**config.mk**
```make
export PLATFORM = sky130hd
export DESIGN_NAME = hamming_rr_arbiter
export DESIGN_NICKNAME = d
export VERILOG_FILES = /design/src/rtl/arb_pkg.sv /design/src/rtl/h3_correct_n_k.sv /design/src/rtl/hamming_rr_arbiter.sv
export SDC_FILE = /design/constraint.sdc
export NUM_CORES = 1
export LEC_CHECK = 0
export CORE_ASPECT_RATIO = 0.5
export CORE_MARGIN = 2
export CORE_UTILIZATION = 50
export DETAILED_ROUTE_END_ITERATION = 8
export PLACE_DENSITY_LB_ADDON = 0.05
export SLEW_MARGIN = 10
export SYNTH_ARGS = -nofsm -noshare
export SYNTH_HDL_FRONTEND = slang
export SYNTH_SLANG_ARGS = --single-unit
```
**constraint.sdc**
```tcl
create_clock -name clk_i -period 4.8 [get_ports clk_i]
set_input_delay 0.96 -clock clk_i [delete_from_list [all_inputs] [get_ports clk_i]]
set_output_delay 0.96 -clock clk_i [all_outputs]
set_load 0.02 [all_outputs]
```
**src/rtl/arb_pkg.sv**
```systemverilog
// Shared types and helpers for the SEU-hardened round-robin arbiter:
// state encoding, {state, owner} packing, Hamming(7,4) encoder and round-robin pick.
package arb_pkg;

  localparam int DATA_W  = 4;
  localparam int CODE_W  = 7;
  localparam int MAX_REQ = 4;

  typedef enum logic [1:0] {
    ST_IDLE    = 2'd0,
    ST_BUSY    = 2'd1,
    ST_RELEASE = 2'd2,
    ST_SPARE   = 2'd3
  } state_e;

  typedef struct packed {
    state_e     state;
    logic [1:0] owner;
  } word_t;

  function automatic logic [DATA_W-1:0] pack_f(state_e st, logic [1:0] ow);
    return {st, ow};
  endfunction

  function automatic word_t unpack_f(logic [DATA_W-1:0] d);
    word_t w;
    w.state = state_e'(d[3:2]);
    w.owner = d[1:0];
    return w;
  endfunction

  // Codeword bit i holds Hamming position i+1; parity sits at positions 1, 2 and 4.
  function automatic logic [CODE_W-1:0] encode_f(logic [DATA_W-1:0] d);
    logic [CODE_W-1:0] c;
    c[2] = d[0];
    c[4] = d[1];
    c[5] = d[2];
    c[6] = d[3];
    c[0] = d[0] ^ d[1] ^ d[3];
    c[1] = d[0] ^ d[2] ^ d[3];
    c[3] = d[1] ^ d[2] ^ d[3];
    return c;
  endfunction

  function automatic logic [1:0] rr_pick(logic [MAX_REQ-1:0] req, logic [1:0] last, int num);
    logic [1:0] pick;
    logic       found;
    int         idx;
    pick  = last;
    found = 1'b0;
    for (int i = 1; i <= MAX_REQ; i++) begin
      idx = (int'(last) + i) % num;
      if (i <= num && !found && req[idx[1:0]]) begin
        pick  = idx[1:0];
        found = 1'b1;
      end else begin
        found = found;
      end
    end
    return pick;
  endfunction

endpackage

```
**src/rtl/h3_correct_n_k.sv**
```systemverilog
// Single-error-correcting Hamming decoder: corrects one flipped bit of an
// N-bit codeword and returns the K data bits plus a correction flag.
module h3_correct_n_k #(
  parameter int N = 7,
  parameter int K = 4
) (
  input  logic [N-1:0] code_i,
  output logic [K-1:0] data_o,
  output logic         sec_o
);

  localparam int SYN_W = $clog2(N + 1);

  logic [SYN_W-1:0] syn_s;
  logic [N-1:0]     fixed_s;

  // Syndrome, single-bit fix and extraction of the non-parity positions.
  always_comb begin
    int j;
    syn_s   = '0;
    fixed_s = code_i;
    data_o  = '0;
    j       = 0;
    for (int i = 0; i < N; i++) begin
      if (code_i[i]) begin
        syn_s = syn_s ^ SYN_W'(i + 1);
      end else begin
        syn_s = syn_s;
      end
    end
    if (syn_s != '0 && int'(syn_s) <= N) begin
      fixed_s[int'(syn_s) - 1] = ~code_i[int'(syn_s) - 1];
    end else begin
      fixed_s = code_i;
    end
    for (int i = 0; i < N; i++) begin
      if (((i + 1) & i) != 0) begin
        if (j < K) begin
          data_o[j] = fixed_s[i];
        end else begin
          data_o = data_o;
        end
        j = j + 1;
      end else begin
        j = j;
      end
    end
    sec_o = (syn_s != '0);
  end

endmodule

```
**src/rtl/hamming_rr_arbiter.sv**
```systemverilog
// Round-robin arbiter for up to 4 requesters whose {state, owner} lives in a
// Hamming(7,4) codeword that is corrected before use and rewritten every cycle.
module hamming_rr_arbiter
  import arb_pkg::*;
#(
  parameter int NUM_REQ   = 4,
  parameter int TIMEOUT   = 1023,
  parameter int SEC_CNT_W = 8
) (
  input  logic                 clk_i,
  input  logic                 rst_n_i,
  input  logic [NUM_REQ-1:0]   req_i,
  input  logic [NUM_REQ-1:0]   done_i,
  input  logic [6:0]           inj_err_i,
  output logic [NUM_REQ-1:0]   grant_o,
  output logic                 busy_o,
  output logic [1:0]           owner_o,
  output logic                 sec_o,
  output logic [SEC_CNT_W-1:0] sec_cnt_o,
  output logic                 timeout_o
);

  localparam int                CNT_W      = $clog2(TIMEOUT + 1);
  localparam logic [1:0]        LAST_OWNER = 2'(NUM_REQ - 1);
  localparam logic [CNT_W-1:0]  TMO_LAST   = CNT_W'(TIMEOUT - 1);
  localparam logic [CODE_W-1:0] RESET_CODE = encode_f(pack_f(ST_IDLE, LAST_OWNER));

  logic [CODE_W-1:0]    code_r;
  logic [DATA_W-1:0]    data_s;
  logic                 sec_s;
  word_t                cur_s;
  logic                 legal_s;
  state_e               nxt_state_s;
  logic [1:0]           nxt_owner_s;
  logic [CNT_W-1:0]     cnt_r;
  logic [CNT_W-1:0]     cnt_nxt_s;
  logic                 tmo_fire_s;
  logic                 sec_r;
  logic                 tmo_r;
  logic [SEC_CNT_W-1:0] sec_cnt_r;
  logic [MAX_REQ-1:0]   req_pad_s;
  logic [NUM_REQ-1:0]   grant_s;

  h3_correct_n_k #(.N(CODE_W), .K(DATA_W)) u_corr (
    .code_i (code_r),
    .data_o (data_s),
    .sec_o  (sec_s)
  );

  assign cur_s     = unpack_f(data_s);
  assign legal_s   = (cur_s.state != ST_SPARE) && (int'(cur_s.owner) < NUM_REQ);
  assign req_pad_s = MAX_REQ'(req_i);

  // Next-state / next-owner decision from the corrected word only.
  always_comb begin
    nxt_state_s = ST_IDLE;
    nxt_owner_s = cur_s.owner;
    cnt_nxt_s   = '0;
    tmo_fire_s  = 1'b0;
    if (!legal_s) begin
      nxt_state_s = ST_IDLE;
      nxt_owner_s = LAST_OWNER;
    end else begin
      case (cur_s.state)
        ST_IDLE: begin
          if (|req_i) begin
            nxt_state_s = ST_BUSY;
            nxt_owner_s = rr_pick(req_pad_s, cur_s.owner, NUM_REQ);
          end else begin
            nxt_state_s = ST_IDLE;
          end
        end
        ST_BUSY: begin
          if (done_i[cur_s.owner] || !req_i[cur_s.owner] || cnt_r == TMO_LAST) begin
            nxt_state_s = ST_RELEASE;
            tmo_fire_s  = (cnt_r == TMO_LAST) && !done_i[cur_s.owner];
          end else begin
            nxt_state_s = ST_BUSY;
            cnt_nxt_s   = cnt_r + CNT_W'(1);
          end
        end
        ST_RELEASE: begin
          nxt_state_s = ST_IDLE;
        end
        default: begin
          nxt_state_s = ST_IDLE;
          nxt_owner_s = LAST_OWNER;
        end
      endcase
    end
  end

  // Codeword, hold counter and status registers; injection mask only affects writes.
  always_ff @(posedge clk_i) begin
    if (!rst_n_i) begin
      code_r    <= RESET_CODE;
      cnt_r     <= '0;
      sec_r     <= 1'b0;
      tmo_r     <= 1'b0;
      sec_cnt_r <= '0;
    end else begin
      code_r <= encode_f(pack_f(nxt_state_s, nxt_owner_s)) ^ inj_err_i;
      cnt_r  <= cnt_nxt_s;
      sec_r  <= sec_s;
      tmo_r  <= tmo_fire_s;
      if (sec_s && sec_cnt_r != {SEC_CNT_W{1'b1}}) begin
        sec_cnt_r <= sec_cnt_r + SEC_CNT_W'(1);
      end else begin
        sec_cnt_r <= sec_cnt_r;
      end
    end
  end

  // Moore grant decode; an illegal word never grants.
  always_comb begin
    grant_s = '0;
    if (legal_s && cur_s.state == ST_BUSY) begin
      grant_s[cur_s.owner] = 1'b1;
    end else begin
      grant_s = '0;
    end
  end

  assign grant_o   = grant_s;
  assign busy_o    = legal_s && (cur_s.state == ST_BUSY);
  assign owner_o   = cur_s.owner;
  assign sec_o     = sec_r;
  assign sec_cnt_o = sec_cnt_r;
  assign timeout_o = tmo_r;

endmodule

```
==> results of run 1 <==
[per-layer routing]
| metal | vias up | wire length (µm) | GRT usage (%) |
|---|---|---|---|
| met5 | - | 0 | 0 |
| met4 | 0 | 8 | 3.33 |
| met3 | 2 | 150 | 5.04 |
| met2 | 37 | 1940 | 35.9 |
| met1 | 797 | 2130 | 27.9 |
| li1 | 848 | - | - |
[state kept, by name, summed over array words and instances (netlist names)]
name and cells:
timeout_o 1, sec_o 1, code_r 7, sec_cnt_o 8
cnt_r 10
[stage by stage]
stage,instances,hold slack [ns]
finish,315,0.482
global route,315,0.511
CTS,314,0.492
detailed placement,308,0.462
global placement,308,0.448
floorplan,227,0.430
[critical path, stage by stage, from the launching register on]
cell and delay [ns]:
sky130_fd_sc_hd__dfxtp_2 0.39, sky130_fd_sc_hd__xor2_2 0.19, sky130_fd_sc_hd__xnor2_1 0.21, sky130_fd_sc_hd__ha_1 0.33, sky130_fd_sc_hd__inv_1 0.14, sky130_fd_sc_hd__nor2_1 0.07
sky130_fd_sc_hd__ha_1 0.33, sky130_fd_sc_hd__nor2_2 0.18, sky130_fd_sc_hd__nand3_1 0.12, sky130_fd_sc_hd__nand2_1 0.11, sky130_fd_sc_hd__o21a_1 0.23, sky130_fd_sc_hd__ha_1 0.32
sky130_fd_sc_hd__clkdlybuf4s50_1 0.65
[worst paths after layout]
path                        startpoint              endpoint  slack, ns
setup / recovery  code_r[4]$_SDFF_PN1_                busy_o       0.31
hold / removal     cnt_r[0]$_SDFF_PP0_   cnt_r[0]$_SDFF_PP0_       0.48
setup reg to reg  code_r[4]$_SDFF_PN1_  code_r[0]$_SDFF_PN0_       0.36
hold reg to reg    cnt_r[0]$_SDFF_PP0_   cnt_r[0]$_SDFF_PP0_       0.48
[cell usage in the layout, fill, tap and decap left out, types with 2 or more instances in the layout]
cell,netlist,routed
sky130_fd_sc_hd__nor4b_1,3,3
sky130_fd_sc_hd__and3_1,5,5
sky130_fd_sc_hd__inv_1,10,10
sky130_fd_sc_hd__or3_1,5,5
sky130_fd_sc_hd__a21boi_0,2,2
sky130_fd_sc_hd__dlymetal6s2s_1,0,5
sky130_fd_sc_hd__nor2_1,33,32
sky130_fd_sc_hd__xor2_1,12,11
sky130_fd_sc_hd__a21oi_1,5,5
sky130_fd_sc_hd__clkdlybuf4s50_1,0,28
sky130_fd_sc_hd__mux2i_1,5,5
sky130_fd_sc_hd__and2_1,12,12
sky130_fd_sc_hd__nand3_1,10,10
sky130_fd_sc_hd__nor3_1,2,2
sky130_fd_sc_hd__o21a_1,2,2
sky130_fd_sc_hd__xnor2_1,19,19
sky130_fd_sc_hd__nand4_1,3,3
sky130_fd_sc_hd__ha_1,12,12
sky130_fd_sc_hd__nor2_2,1,2
sky130_fd_sc_hd__nand2_1,16,16
sky130_fd_sc_hd__o21ai_0,6,6
sky130_fd_sc_hd__nor2b_1,2,2
sky130_fd_sc_hd__a41oi_1,2,2
sky130_fd_sc_hd__clkbuf_8,0,3
sky130_fd_sc_hd__dfxtp_1,27,26
sky130_fd_sc_hd__buf_4,0,6
sky130_fd_sc_hd__nor3b_1,2,2
sky130_fd_sc_hd__a21o_1,2,2
[cell usage after synthesis (2+ instances only)]
cell type and number:
sky130_fd_sc_hd__or3_1 5, sky130_fd_sc_hd__clkbuf_1 2, sky130_fd_sc_hd__and3_1 5, sky130_fd_sc_hd__nand3_1 10, sky130_fd_sc_hd__buf_2 3, sky130_fd_sc_hd__xor2_1 12, sky130_fd_sc_hd__a21o_1 2, sky130_fd_sc_hd__nand4_1 3
sky130_fd_sc_hd__o21a_1 2, sky130_fd_sc_hd__a21oi_1 5, sky130_fd_sc_hd__mux2i_1 5, sky130_fd_sc_hd__nor3_1 2, sky130_fd_sc_hd__dfxtp_1 27, sky130_fd_sc_hd__a21boi_0 2, sky130_fd_sc_hd__nor2_1 33, sky130_fd_sc_hd__nor2b_1 2
sky130_fd_sc_hd__nor3b_1 2, sky130_fd_sc_hd__xnor2_1 19, sky130_fd_sc_hd__nor4b_1 3, sky130_fd_sc_hd__a41oi_1 2, sky130_fd_sc_hd__ha_1 12, sky130_fd_sc_hd__o21ai_0 6, sky130_fd_sc_hd__nand2_1 16, sky130_fd_sc_hd__and2_1 12
sky130_fd_sc_hd__inv_1 10
[cells by family after synthesis]
family | synth area share (%)
simple gates | 26.9
buf+inv | 4.24
xor+xnor | 16.2
fa+ha+maj | 7.82
flops | 28.2
compound gates | 11.6
mux | 5.08
[final cells by class]
cell class / instances / area (µm²)
fill: 307 / 1130
timing repair buffer: 39 / 388
clock buffer: 3 / 41.3
inverter: 12 / 47.5
multi-input combinational: 182 / 1320
tap: 51 / 63.8
sequential: 27 / 542
clock inverter: 1 / 7.51
[what timing repair did]
item,CTS,global route
pin swaps,0,2
resized for setup,3,7
setup buffers,2,1
setup endpoints to repair,5,6
==> results.md, run 1 <==
| Result | This run | Unit |
| --- | --- | --- |
| Transition at the pin with the smallest max-transition slack | 0.492 | ns |
| Netlist area before placement | 1920 | µm² |
| Min-Delay Path Class | reg -> reg | - |
| Highest fanout seen on the critical path | 7 | - |
| Clock Tree Buf Depth | 2 | - |
| Unrepaired setup endpoints after global routing | no | - |
| Portion of the clock cycle consumed by the worst path in the final layout | 93.6 | % |
| Final Slew Violations | 0 | - |
| Post-synthesis register bit count | 27 | - |
| Mean Syn Cell Area | 8.46 | µm² |
| Signal arrival time at the worst endpoint | 3.53 | ns |
| Syn Inst Count | 227 | - |
| Initial antenna violation count | 0 | - |
| Area growth from synthesis to final layout | 25.7 | % |
| Maximum achievable frequency | 223 | MHz |
| Number of buffers added to fix hold violations after cts | 0 | - |
| Final global-route overflow total | 0 | - |
| Post-route DRC | 0 | - |
| Post-synthesis cell type with the largest combined area | sky130_fd_sc_hd__dfxtp_1 | - |
| Max_slew headroom | 67.1 | % |
| Sort of element at the start of the critical path | register | - |
| Wire length of the first global-routing pass | 7040 | µm |
| Final cell utilization of the core | 68.0 | % |
| Final weighted congestion of routability-driven global placement | 0.946 | - |
| Final std cell area, no fill | 2410 | µm² |
| Cell types with the largest area share after synthesis | sky130_fd_sc_hd__dfxtp_1, sky130_fd_sc_hd__xnor2_1, sky130_fd_sc_hd__ha_1 | - |
| Reg clk slew, reported paths | 0.10 | ns |
| Setup WS post-layout | 0.307 | ns |
| DRC marker count from the first detailed-route iteration | 53 | - |
| Via count | 1684 | - |
| Worst Setup Path Type | reg -> out | - |
| Final Critical Period | 4.49 | ns |
| Half-perimeter wire length after placement | 3330 | µm |
| Pre-CTS worst setup slack | 0.100 | ns |
| Ports | 34 | - |
| CTS tree | built | - |
| Total die area | 4380 | µm² |
| Top cell type's share of synthesized area | 28.2 | % |
| Count of flip-flops with a built-in enable after synthesis | 0 | - |
| CTS Sinks | 27 | - |
| R2r worst-path depth | 19 | - |
| Post-DRT Antenna Nets | 0 | - |
| Number of nets in the finished design | 294 | - |
| Critical path data required time | 3.84 | ns |
| Vias per cell | 5.35 | - |
| Share of layout cells above drive strength 1 | 10.6 | % |
| Number of H-tree levels | 1 | - |
| Width of the chip | 91.6 | µm |
| Num rows | 15 | - |
| Synth Warn # | 0 | - |
| First drt pass iteration count | 4 | - |
| Routed WL | 4230 | µm |
| Vias in the first global route | 1495 | - |
| Nets in the synthesized netlist | 256 | - |
| Worst hold path depth | 1 | - |
| Clock tree root buffer cell | sky130_fd_sc_hd__clkbuf_8 | - |
| Number of input and output port buffers inserted | 33 | - |
| Area inside the core boundary | 3550 | µm² |
| Status | finished clean | - |
| Sequential share of the synthesized area | 28.2 | % |
| Detailed-route wire length per cell | 13.4 | µm |
| Area post-placement | 2300 | µm² |
| Async S/R FF share, synth | 0 | % |
| Worst-skew pair later-pin latency | 0.27 | ns |
| Endpoints failing hold | 0 | - |
| Synth Flop Type | sky130_fd_sc_hd__dfxtp_1 | - |
| Final clock skew | 0.00821 | ns |
| Count of cell types in the netlist | 50 | - |
| Die Y | 47.8 | µm |
| Kind of end point of the critical path | output port | - |
| Maximum number of pins on one net before global-route repair | 19 | - |
| Setup violation total in the final timing report | 0 | - |
| Total global routing track utilization | 20.8 | % |
| Antenna diode instance count | 0 | - |
| Initial core utilization | 54.1 | % |
| Number of max-cap violations | 0 | - |
| Final TNS setup | 0 | ns |
| TritonCTS buffer count | 3 | - |
Power of run 1 is not shown: default switching activity piles up to over one toggle a cycle in this logic, so the estimate is an artifact.
==> run 2: changes to the inputs <==
- SETUP_SLACK_MARGIN: unset -> 0.05
==> run 2 against run 1 <==
  * Core utilization increased by 0.74 points
  * Via count decreased by 0.53%
  * Die area did not move
  * Critical path depth increased by 1
  * Hold slack got worse by 0.0049 ns
  * Wire length up 0.73%
  * Setup slack worse by 0.11 ns
  * Critical path type unchanged
  * Critical endpoint is now grant_o[0]
==> results.md, run 2 (synthesis results as in run 1) <==
| Result | This run | Unit | vs previous |
| --- | --- | --- | --- |
| Status | finished clean | - | unchanged |
| Final Slew Violations | 0 | - | unchanged |
| Kind of end point of the critical path | output port | - | unchanged |
| Wire length of the first global-routing pass | 7050 | µm | was 7040 µm |
| Half-perimeter wire length after placement | 3330 | µm | unchanged |
| Final clock skew | 0.00821 | ns | about the same |
| Maximum achievable frequency | 217 | MHz | was 223 MHz |
| Filler cells | 302 | - | was 307 |
| Sort of element at the start of the critical path | register | - | unchanged |
| Final global-route overflow total | 0 | - | unchanged |
| Total die area | 4380 | µm² | unchanged |
| Share of layout cells above drive strength 1 | 12.0 | % | was 10.6% |
| Number of nets in the finished design | 296 | - | was 294 |
| Reg clk slew, reported paths | 0.09 | ns | was 0.10 ns |
| Area growth from synthesis to final layout | 27.1 | % | was 25.7% |
| Clock Tree Buf Depth | 2 | - | unchanged |
| R2r worst-path depth | 19 | - | unchanged |
| Number of max-cap violations | 0 | - | unchanged |
| Total global routing track utilization | 20.8 | % | about the same |
| Detailed-route wire length per cell | 13.5 | µm | was 13.4 µm |
| CTS tree | built | - | unchanged |
| Min-Delay Path Class | reg -> reg | - | unchanged |
| Number of input and output port buffers inserted | 33 | - | unchanged |
| Ports | 34 | - | unchanged |
| Routed WL | 4270 | µm | was 4230 µm |
| Commonest non-fill, non-tap cell in the layout | sky130_fd_sc_hd__nor2_1 | - | unchanged |
| Worst-skew pair later-pin latency | 0.27 | ns | about the same |
| Min Hold Slack | 0.477 | ns | was 0.482 ns |
| Transition at the pin with the smallest max-transition slack | 0.503 | ns | was 0.492 ns |
| Portion of the clock cycle consumed by the worst path in the final layout | 95.9 | % | was 93.6% |
| Chain of cells forming the critical path | xor2_2, xnor2_2, ha_1, inv_1, nor2_1, ha_1, nor2_4, nand2_1, a211oi_4, mux2i_4, buf_4, and3_2, clkdlybuf4s50_1 | - | was xor2_2, xnor2_1, ha_1, inv_1, nor2_1, ha_1, nor2_2, nand3_1, nand2_1, o21a_1, ha_1, clkdlybuf4s50_1 |
| Worst R2R End | code_r[0]$_SDFF_PN0_ | - | unchanged |
| Area inside the core boundary | 3550 | µm² | unchanged |
| Initial core utilization | 54.1 | % | unchanged |
| Via count | 1675 | - | was 1684 |
| Top library cells by usage in the layout, fill and taps aside | sky130_fd_sc_hd__nor2_1, sky130_fd_sc_hd__clkdlybuf4s50_1, sky130_fd_sc_hd__dfxtp_1 | - | unchanged |
| Vias in the first global route | 1497 | - | was 1495 |
| Antenna diode instance count | 0 | - | unchanged |
| Max_slew headroom | 66.3 | % | was 67.1% |
| Largest register FFs | 10 | - | unchanged |
| Clock tree root buffer cell | sky130_fd_sc_hd__clkbuf_8 | - | unchanged |
| Final weighted congestion of routability-driven global placement | 0.946 | - | unchanged |
| Final Critical Period | 4.60 | ns | was 4.49 ns |
| Signal arrival time at the worst endpoint | 3.64 | ns | was 3.53 ns |
| TritonCTS buffer count | 3 | - | unchanged |
| Post-DRT Antenna Nets | 0 | - | unchanged |
| Unrepaired setup endpoints after global routing | no | - | unchanged |
| Die Y | 47.8 | µm | unchanged |
| Endpoints failing hold | 0 | - | unchanged |
| Origin of the critical flop-to-flop path | code_r[4]$_SDFF_PN1_ | - | unchanged |
| Critical path data required time | 3.84 | ns | about the same |
| DRC marker count from the first detailed-route iteration | 51 | - | was 53 |
| CP max stage delay | 0.59 | ns | was 0.65 ns |
| Width of the chip | 91.6 | µm | unchanged |
| Hold path endpoint | cnt_r[0]$_SDFF_PP0_ | - | unchanged |
| Vias per cell | 5.28 | - | was 5.35 |
| Instance count after placement with tap cells included | 308 | - | unchanged |
| Final TNS setup | 0 | ns | unchanged |
| Slack of the worst reg-to-reg path | 0.49 | ns | was 0.36 ns |
| Post-route DRC | 0 | - | unchanged |
| Num rows | 15 | - | unchanged |
| CTS Sinks | 27 | - | unchanged |
| First drt pass iteration count | 4 | - | unchanged |
| Number of buffers added to fix hold violations after cts | 0 | - | unchanged |
| Hold Path Origin | cnt_r[0]$_SDFF_PP0_ | - | unchanged |
| Worst hold path depth | 1 | - | unchanged |
| Slowest stage cell, crit path | sky130_fd_sc_hd__clkdlybuf4s50_1 | - | unchanged |
| Register bank with the most flops | cnt_r | - | unchanged |
| Highest fanout seen on the critical path | 7 | - | unchanged |
| Maximum number of pins on one net before global-route repair | 19 | - | unchanged |
| Final cell count without fillers | 317 | - | was 315 |
| Initial antenna violation count | 0 | - | unchanged |
| Number of H-tree levels | 1 | - | unchanged |
| Final cell utilization of the core | 68.8 | % | was 68.0% |
| Most frequent CP cell | sky130_fd_sc_hd__ha_1 | - | unchanged |
| Setup violation total in the final timing report | 0 | - | unchanged |
| Worst Setup Path Type | reg -> out | - | unchanged |
## run 2: repair_timing
action | CTS | global route
buffers inserted | 3 | 2
pin swaps | 1 | 2
setup endpoints to repair | 5 | 7
hold endpoints to repair | 0 | 0
cloned | 0 | 0
resized for setup | 4 | 9
## run 2: per-stage QoR
stage | setup slack, ns | cell area [µm²]
floorplan | 0.599 | 1920
global placement | 0.268 | 2300
detailed placement | 0.100 | 2300
CTS | 0.0578 | 2380
global route | 0.0587 | 2440
finish | 0.197 | 2440
## run 2: critical path: cells and delay by family (launching register included)
kind	cells	cell delay, ns
compound gates	1	0.25
xor+xnor	2	0.34
fa+ha+maj	2	0.74
buf+inv	3	0.88
flops	1	0.39
mux	1	0.30
simple gates	4	0.48
## run 2: worst max-delay path by stage
stage               slack [ns]                 start                   end  cells past startpoint
global route              0.06  code_r[4]$_SDFF_PN1_            grant_o[3]                     15
CTS                       0.06  code_r[4]$_SDFF_PN1_            grant_o[0]                     13
detailed placement        0.10  code_r[4]$_SDFF_PN1_            grant_o[3]                     14
finish                    0.20  code_r[4]$_SDFF_PN1_            grant_o[0]                     13
floorplan                 0.60  code_r[4]$_SDFF_PN1_  code_r[0]$_SDFF_PN0_                     20
global placement          0.27  code_r[4]$_SDFF_PN1_            grant_o[3]                     14
## run 2: layout make-up
cell class / instances / area (µm²) / area share [%]
flip-flops and latches: 27 / 544 / 22.3
repair buffers: 41 / 397 / 16.3
clock inverters: 1 / 7.51 / 0.308
inverters: 12 / 47.5 / 1.95
multi-input cells: 182 / 1340 / 54.9
clock buffers: 3 / 41.3 / 1.69
well taps: 51 / 63.8 / 2.62
## run 2: per-layer routing
metal / vias to the layer above / share of wire, % / track usage (%)
li1: 856 / - / -
met1: 784 / 50 / 28.0
met2: 33 / 46 / 36.2
met3: 2 / 3.7 / 4.88
met4: 0 / 0.28 / 3.03
met5: - / 0 / 0
Power of run 2 is left out for the same reason.
